===== config.mk =====
export PLATFORM = sky130hd
export DESIGN_NAME = vga_sync_gen
export DESIGN_NICKNAME = d
export VERILOG_FILES = /design/src/rtl/vga_sync_gen.sv
export SDC_FILE = /design/constraint.sdc
export NUM_CORES = 1
export LEC_CHECK = 0
export CAP_MARGIN = 0
export CORE_MARGIN = 2
export CORE_UTILIZATION = 40
export CTS_CLUSTER_SIZE = 25
export DETAILED_ROUTE_END_ITERATION = 7
export PLACE_DENSITY = 0.72
export SKIP_CTS_REPAIR_TIMING = 1
export SLEW_MARGIN = 10
export SYNTH_ARGS = -nofsm -noshare
export SYNTH_HDL_FRONTEND = slang
export SYNTH_SLANG_ARGS = --single-unit

===== constraint.sdc =====
create_clock -name clk -period 1.9 [get_ports clk]
set_input_delay 0.285 -clock clk [delete_from_list [all_inputs] [get_ports clk]]
set_output_delay 0.285 -clock clk [all_outputs]
set_load 0.02 [all_outputs]

===== src/rtl/vga_sync_gen.sv =====
// 640x480@60 VGA timing generator with a one-pixel registered, blanked, sync-aligned output stage.
// Optional build macro VGA_SYNC_FRAME_CNT_EN adds frame_cnt/frame_start outputs.
`timescale 1ns/1ps

module vga_sync_gen #(
  parameter int CLK_DIV  = 2,
  parameter int H_ACTIVE = 640,
  parameter int H_FP     = 16,
  parameter int H_SYNC   = 96,
  parameter int H_BP     = 48,
  parameter int V_ACTIVE = 480,
  parameter int V_FP     = 10,
  parameter int V_SYNC   = 2,
  parameter int V_BP     = 33
) (
  input  logic       clk,
  input  logic       rst,
  output logic [9:0] x,
  output logic [8:0] y,
  output logic       video_on,
  output logic       pix_tick,
  input  logic [3:0] r_in,
  input  logic [3:0] g_in,
  input  logic [3:0] b_in,
  output logic [3:0] vga_r,
  output logic [3:0] vga_g,
  output logic [3:0] vga_b,
  output logic       vga_hs,
`ifdef VGA_SYNC_FRAME_CNT_EN
  output logic       vga_vs,
  output logic [7:0] frame_cnt,
  output logic [0:0] frame_start
`else
  output logic       vga_vs
`endif
);

  localparam int H_TOTAL = H_ACTIVE + H_FP + H_SYNC + H_BP;
  localparam int V_TOTAL = V_ACTIVE + V_FP + V_SYNC + V_BP;
  localparam int DIV_W   = (CLK_DIV > 1) ? $clog2(CLK_DIV) : 1;

  localparam logic [DIV_W-1:0] DIV_LAST = DIV_W'(CLK_DIV - 1);
  localparam logic [9:0] H_LAST   = 10'(H_TOTAL - 1);
  localparam logic [9:0] V_LAST   = 10'(V_TOTAL - 1);
  localparam logic [9:0] H_VIS    = 10'(H_ACTIVE);
  localparam logic [9:0] V_VIS    = 10'(V_ACTIVE);
  localparam logic [9:0] HS_START = 10'(H_ACTIVE + H_FP);
  localparam logic [9:0] HS_END   = 10'(H_ACTIVE + H_FP + H_SYNC);
  localparam logic [9:0] VS_START = 10'(V_ACTIVE + V_FP);
  localparam logic [9:0] VS_END   = 10'(V_ACTIVE + V_FP + V_SYNC);

  logic [DIV_W-1:0] r_div_cnt;
  logic [9:0]       r_h_cnt;
  logic [9:0]       r_v_cnt;
  logic             w_tick;
  logic             w_h_end;
  logic             w_v_end;
  logic             w_hs_raw;
  logic             w_vs_raw;

  // With CLK_DIV=1 the divider is pinned at 0 == DIV_LAST, so the tick is constantly high.
  assign w_tick   = (r_div_cnt == DIV_LAST);
  assign w_h_end  = (r_h_cnt == H_LAST);
  assign w_v_end  = (r_v_cnt == V_LAST);
  assign w_hs_raw = !((r_h_cnt >= HS_START) && (r_h_cnt < HS_END));
  assign w_vs_raw = !((r_v_cnt >= VS_START) && (r_v_cnt < VS_END));

  assign pix_tick = w_tick;
  assign x        = r_h_cnt;
  assign y        = r_v_cnt[8:0];
  assign video_on = (r_h_cnt < H_VIS) && (r_v_cnt < V_VIS);

  // NOTE: sequential state uses non-blocking assignments so every register samples pre-edge values.
  always_ff @(posedge clk) begin
    if (rst) begin
      r_div_cnt <= '0;
      r_h_cnt   <= '0;
      r_v_cnt   <= '0;
    end else begin
      r_div_cnt <= w_tick ? '0 : r_div_cnt + DIV_W'(1);
      if (w_tick) begin
        r_h_cnt <= w_h_end ? '0 : r_h_cnt + 10'd1;
        if (w_h_end) r_v_cnt <= w_v_end ? '0 : r_v_cnt + 10'd1;
      end
    end
  end

  // Pins lag the counters by one pixel; colour and sync are captured together so they stay aligned.
  always_ff @(posedge clk) begin
    if (rst) begin
      vga_r  <= '0;
      vga_g  <= '0;
      vga_b  <= '0;
      vga_hs <= 1'b1;
      vga_vs <= 1'b1;
    end else if (w_tick) begin
      vga_r  <= video_on ? r_in : 4'h0;
      vga_g  <= video_on ? g_in : 4'h0;
      vga_b  <= video_on ? b_in : 4'h0;
      vga_hs <= w_hs_raw;
      vga_vs <= w_vs_raw;
    end
  end

`ifdef VGA_SYNC_FRAME_CNT_EN
  logic [7:0] r_frame_cnt;

  assign frame_start[0] = w_tick && w_h_end && w_v_end;
  assign frame_cnt      = r_frame_cnt;

  always_ff @(posedge clk) begin
    if (rst)                 r_frame_cnt <= '0;
    else if (frame_start[0]) r_frame_cnt <= r_frame_cnt + 8'd1;
  end
`endif

endmodule

[After elaboration in Yosys (flattened, before gate mapping)]
Index checks and enable logic that the tools add are counted.
Word-level totals
  register bits after elaboration: 35
  bits of input ports: 14
  word-level logic and storage cells: 31
Operators by class
  add/subtract/negate cells: 3
  magnitude comparators: 6
  equality and inequality tests: 2
  mux-type cells: 5
  reductions and logical operators: 7
Operators by type and width (count)
  10-bit by 1-bit adder with 10-bit output (second input constant): 2
  10-bit equality test (second input constant): 2
  10-bit < comparator (second input constant): 2
  10-bit by 9-bit < comparator with 1-bit output (second input constant): 2
  10-bit 2-to-1 mux: 2
  4-bit 2-to-1 mux: 3
  10-bit >= comparator (second input constant): 1
  10-bit by 9-bit >= comparator with 1-bit output (second input constant): 1
  1-bit logical AND: 3
  1-bit logical NOT: 2
  2-bit AND reduction: 1
  2-bit OR reduction: 1
  1-bit adder (second input constant): 1

[Logic depth before layout (Yosys ltp)]
Gate-level depths: netlist of run 1.
  depth in word-level cells: 3
  gate-level depth with buffers: 6

[Least setup slack after synthesis of run 1]
Ideal clock, no wire load.
  path kind: reg-to-reg
  start: register r_h_cnt[7] (netlist: x[7])
  end: register vga_b[0]
  setup time: 0.060 ns
  arrival: 1.830 ns
  required time: 1.840 ns
  path slack: 0.011 ns
  stages on the path, launching flop included: 6
  buffers on the path: 1
  period minus slack after synthesis: 1.889 ns
  cell sequence: dfxtp_1 > o21a_1 > nor3_1 > and3_1 > clkbuf_1 > a22o_1
Between the ends
  longest elaborated chain between the ends: 3
RTL lines
  from (decl): line 53  | logic [9:0] r_h_cnt;
  from (signal assigned): line 82  | r_h_cnt <= w_h_end ? '0 : r_h_cnt + 10'd1;
  10-bit < comparator: line 71  | assign video_on = (r_h_cnt < H_VIS) && (r_v_cnt < V_VIS);
  1-bit logical AND: line 71
  net video_on: line 20  | output logic video_on,
  4-bit 2-to-1 mux: line 99  | vga_b <= video_on ? b_in : 4'h0;
  to (signal assigned): line 99
  to (decl): line 27  | output logic [3:0] vga_b,
The timed path passes the listed nets, and every way through them passes these cells.
A chain may end at the register's enable or synchronous reset.

[Worst setup path after layout of run 1]
  start: register r_h_cnt[5] (netlist: x[5])
  end: output port x[5]
RTL lines
  to (decl): line 18  | output logic [9:0] x,
No word-level cell between the ends.

==> results.rst, run 1 <==
.. list-table::
   :header-rows: 1

   * - Metric
     - Value
   * - Status
     - complete, no violations
   * - Hold slack
     - a little under 0.5 ns
   * - Total Routed Length
     - ~3800 um
   * - P&R area growth vs syn
     - 41.2%
   * - Number of filler instances in the final layout
     - roughly 370
   * - Wire per inst
     - ~13 um
   * - Net count reported at finish
     - roughly 250
   * - Instance count on the critical path
     - 2
   * - Worst path cell trace
     - buf_4 > clkdlybuf4s50_1
   * - Number of nets in the synthesized netlist
     - 194
   * - Critical Path Start
     - x[5]
   * - Rows
     - 23
   * - Multi-input combinational cell area
     - ~800 sq um
   * - First-pass iteration count of the detailed router
     - 4
   * - Maximum buffer depth of the clock tree
     - 2
   * - Remaining Overflow, GRT
     - 0
   * - Worst IR Drop VDD
     - 0.000390 V
   * - Proportion of netlist area held by the largest area contributor
     - a little over two fifths
   * - Reg-to-reg slack, setup
     - ~0.16 ns
   * - Worst r2r dst
     - r_v_cnt[4]
   * - Hold path startpoint
     - vga_g[0]
   * - Largest net degree at the start of global routing
     - 16
   * - Floorplan core area
     - just under 4000 sq um
   * - Arrival time at the worst endpoint
     - 1.47 ns
   * - Clock period minus final worst setup slack
     - between 1.5 and 2 ns
   * - Number of antenna violations at the first check in global routing
     - 0
   * - Total CTS buffers
     - 5
   * - Post-synthesis cell area
     - 1630 sq um
   * - Nature of the critical path endpoint
     - output port
   * - Top-level I/O count
     - a little under 50
   * - Area used by sequential logic in the layout
     - 701 sq um
   * - Total half-perimeter wirelength after legalization and detailed placement
     - between 2000 and 3000 um
   * - Final non-filler cell area
     - approximately 2300 sq um
   * - CTS tree
     - yes
   * - Achievable Freq
     - ~570 MHz
   * - Standard cell with the maximum stage delay on the critical path
     - clkdlybuf4s50_1
   * - DRC violation count after routing
     - 0
   * - Max-cap viol count
     - 0
   * - Setup repair after global routing missed its margin
     - false
   * - Startpoint Class
     - flip-flop
   * - Worst hold path class
     - reg -> reg
   * - Starting Density
     - approximately two fifths
   * - Ratio of cells with drive above 1 in the final layout
     - a little over an eighth
   * - Placement-stage cell area
     - between 2000 and 2500 sq um
   * - Die W
     - ~68 um
   * - Number of flops mapped to enable cells by yosys
     - 0
   * - Most frequent cells after synthesis
     - dfxtp_1 (35), nor2_1 (16), a22o_1 (12)
   * - Static leakage
     - between 0.8 and 0.9 nW
   * - Max-slew headroom
     - 45.4%
   * - Post-synth top area cell
     - dfxtp_1
   * - Setup tns final
     - 0 ns
   * - Fin. max-slew vios
     - 0
   * - Slew @ Worst Pin
     - a little over 0.8 ns
   * - Logic depth of the worst register-to-register path
     - 5
   * - Number of DRC markers in iteration 0
     - 80
   * - Final Setup Violations
     - 0
   * - Clock slew at reported path FFs
     - 0.07 ns
   * - Port-buffer cells
     - 48
   * - Crit path buffers/inverters
     - 2
   * - Maximum level of the CTS H-tree
     - 2
   * - Library cell used as clock root buffer
     - clkbuf_8
   * - Total global routing track utilization
     - 18.2%
   * - FF+latch count, synth
     - 35
   * - Synth warn
     - 0
   * - Critical path type
     - reg -> out
   * - Largest delay share family, worst path
     - buffers and inverters
   * - Final worst clock skew
     - 0.00857 ns
   * - Full die area
     - 4590 sq um
   * - Via count of the first global-routing pass
     - between 1000 and 1500
   * - Post-synthesis average cell area
     - a little over 9 sq um
   * - Num Clock Sinks
     - 35
   * - Worst path required time
     - between 1.5 and 2 ns
   * - Via-to-Cell Ratio
     - around 5.3
   * - Share of the clock period used by the worst path
     - 92.3%
   * - Min-Delay Path Depth
     - 1
   * - Post-synthesis instance total
     - about 180
   * - Count of vias placed by the detailed router
     - 1468
   * - Delay of the slowest critical-path stage
     - around 0.59 ns
   * - Clock Latency Late Sink
     - approximately 0.29 ns
   * - Worst Path Max Fanout
     - 6
   * - Distinct cells, synth
     - 36
   * - Last weighted congestion value of the routability-driven placer
     - 0.838
   * - Core Util, Final
     - 58.2%
   * - First-pass GRT wire length
     - between 6000 and 7000 um
   * - End point of the most critical hold path
     - vga_g[0]
   * - Hold Fails Final Rpt
     - 0
   * - Pwr per Cell Area
     - a little under 700 nW/um^2
   * - Most frequently used flop master after synthesis
     - dfxtp_1
   * - Synth area leaders
     - dfxtp_1 (43%), a22o_1 (6.5%), xnor2_1 (4.3%), buf_4 (4.2%), ha_1 (3.8%)
   * - Antenna-violating nets left
     - 0
   * - Synth async-reset ratio
     - 0%
   * - Portion of the post-synthesis area used by sequential elements
     - a little over two fifths
   * - Number of diodes
     - 0
   * - Crit Reg-Reg Startpoint
     - x[0]
   * - Most frequent cell after synthesis
     - dfxtp_1
   * - Die Height
     - 67.8 um
[logic make-up after synthesis]
group           Yosys count  share of synthesized area [%]
flops                    35                           43.1
compound gates           26                           11.9
xor+xnor                 13                           7.00
buf+inv                  24                           8.08
mux                       1                          0.615
fa+ha+maj                 5                           3.85
simple gates             71                           25.5
[routing by layer]
metal | track usage [%] | routed length, um | up-vias
met5 | 0 | 0 | -
met4 | 5.75 | 31 | 0
met3 | 6.33 | 206 | 4
met2 | 26.8 | 1710 | 42
met1 | 24.7 | 1810 | 694
li1 | - | - | 728
[where the power goes]
part | leakage, nW | internal [mW] | switching, mW | total [mW]
registers | 0.284 | 0.754 | 0.0116 | 0.766
logic | 0.501 | 0.0845 | 0.0739 | 0.158
clock network | 0.0513 | 0.384 | 0.253 | 0.637
[registers in the layout (all words and copies together) (netlist names)]
register / cells
pix_tick: 1
r_v_cnt: 10
vga_b: 4
vga_g: 4
vga_hs: 1
vga_r: 4
vga_vs: 1
x: 10
[metrics by stage]
| step | total power, mW | instances | setup WS, ns |
|---|---|---|---|
| floorplan | 0.851 | 175 | 0.0109 |
| global placement | 0.939 | 272 | 0.154 |
| detailed placement | 0.941 | 272 | 0.0991 |
| CTS | 1.58 | 279 | -0.183 |
| global route | 1.62 | 279 | 0.0263 |
| finish | 1.56 | 279 | 0.146 |
[cell usage in the layout (no fill, tap or decap), types with 4 or more instances in the layout]
cell type	synthesis	final
buf_4	9	17
xor2_1	5	5
dfxtp_1	35	35
inv_1	6	6
nor3_1	6	6
nand2_1	9	9
nand3_1	10	10
a22o_1	12	12
ha_1	5	4
nand4_1	10	10
nor2_1	16	16
clkdlybuf4s50_1	0	47
a21oi_1	5	5
xnor2_1	8	8
clkbuf_8	0	5
[area by class of cell]
cell class,count,area share [%]
Multi-Input combinational cell,116,34.7
Sequential cell,35,30.5
Timing Repair Buffer,65,26.6
Clock buffer,6,3.16
Tap cell,50,2.72
Clock inverter,1,1.31
Inverter,6,0.981
[worst max path at each step]
stage / endpoint / slack, ns
after floorplan: vga_b[0] / 0.01
after global placement: r_v_cnt[7] / 0.15
after detailed placement: r_v_cnt[7] / 0.1
after CTS: video_on / -0.18
after global routing: r_v_cnt[4] / 0.03
final: x[5] / 0.15
Note: power is estimated with default switching activity, not from simulation.
==> run 2: changes to the inputs <==
Settings changed: SKIP_LAST_GASP from default to 1.
==> results of run 2 <==
Same layout as run 1: the final DEF is identical, and so are final timing and power.
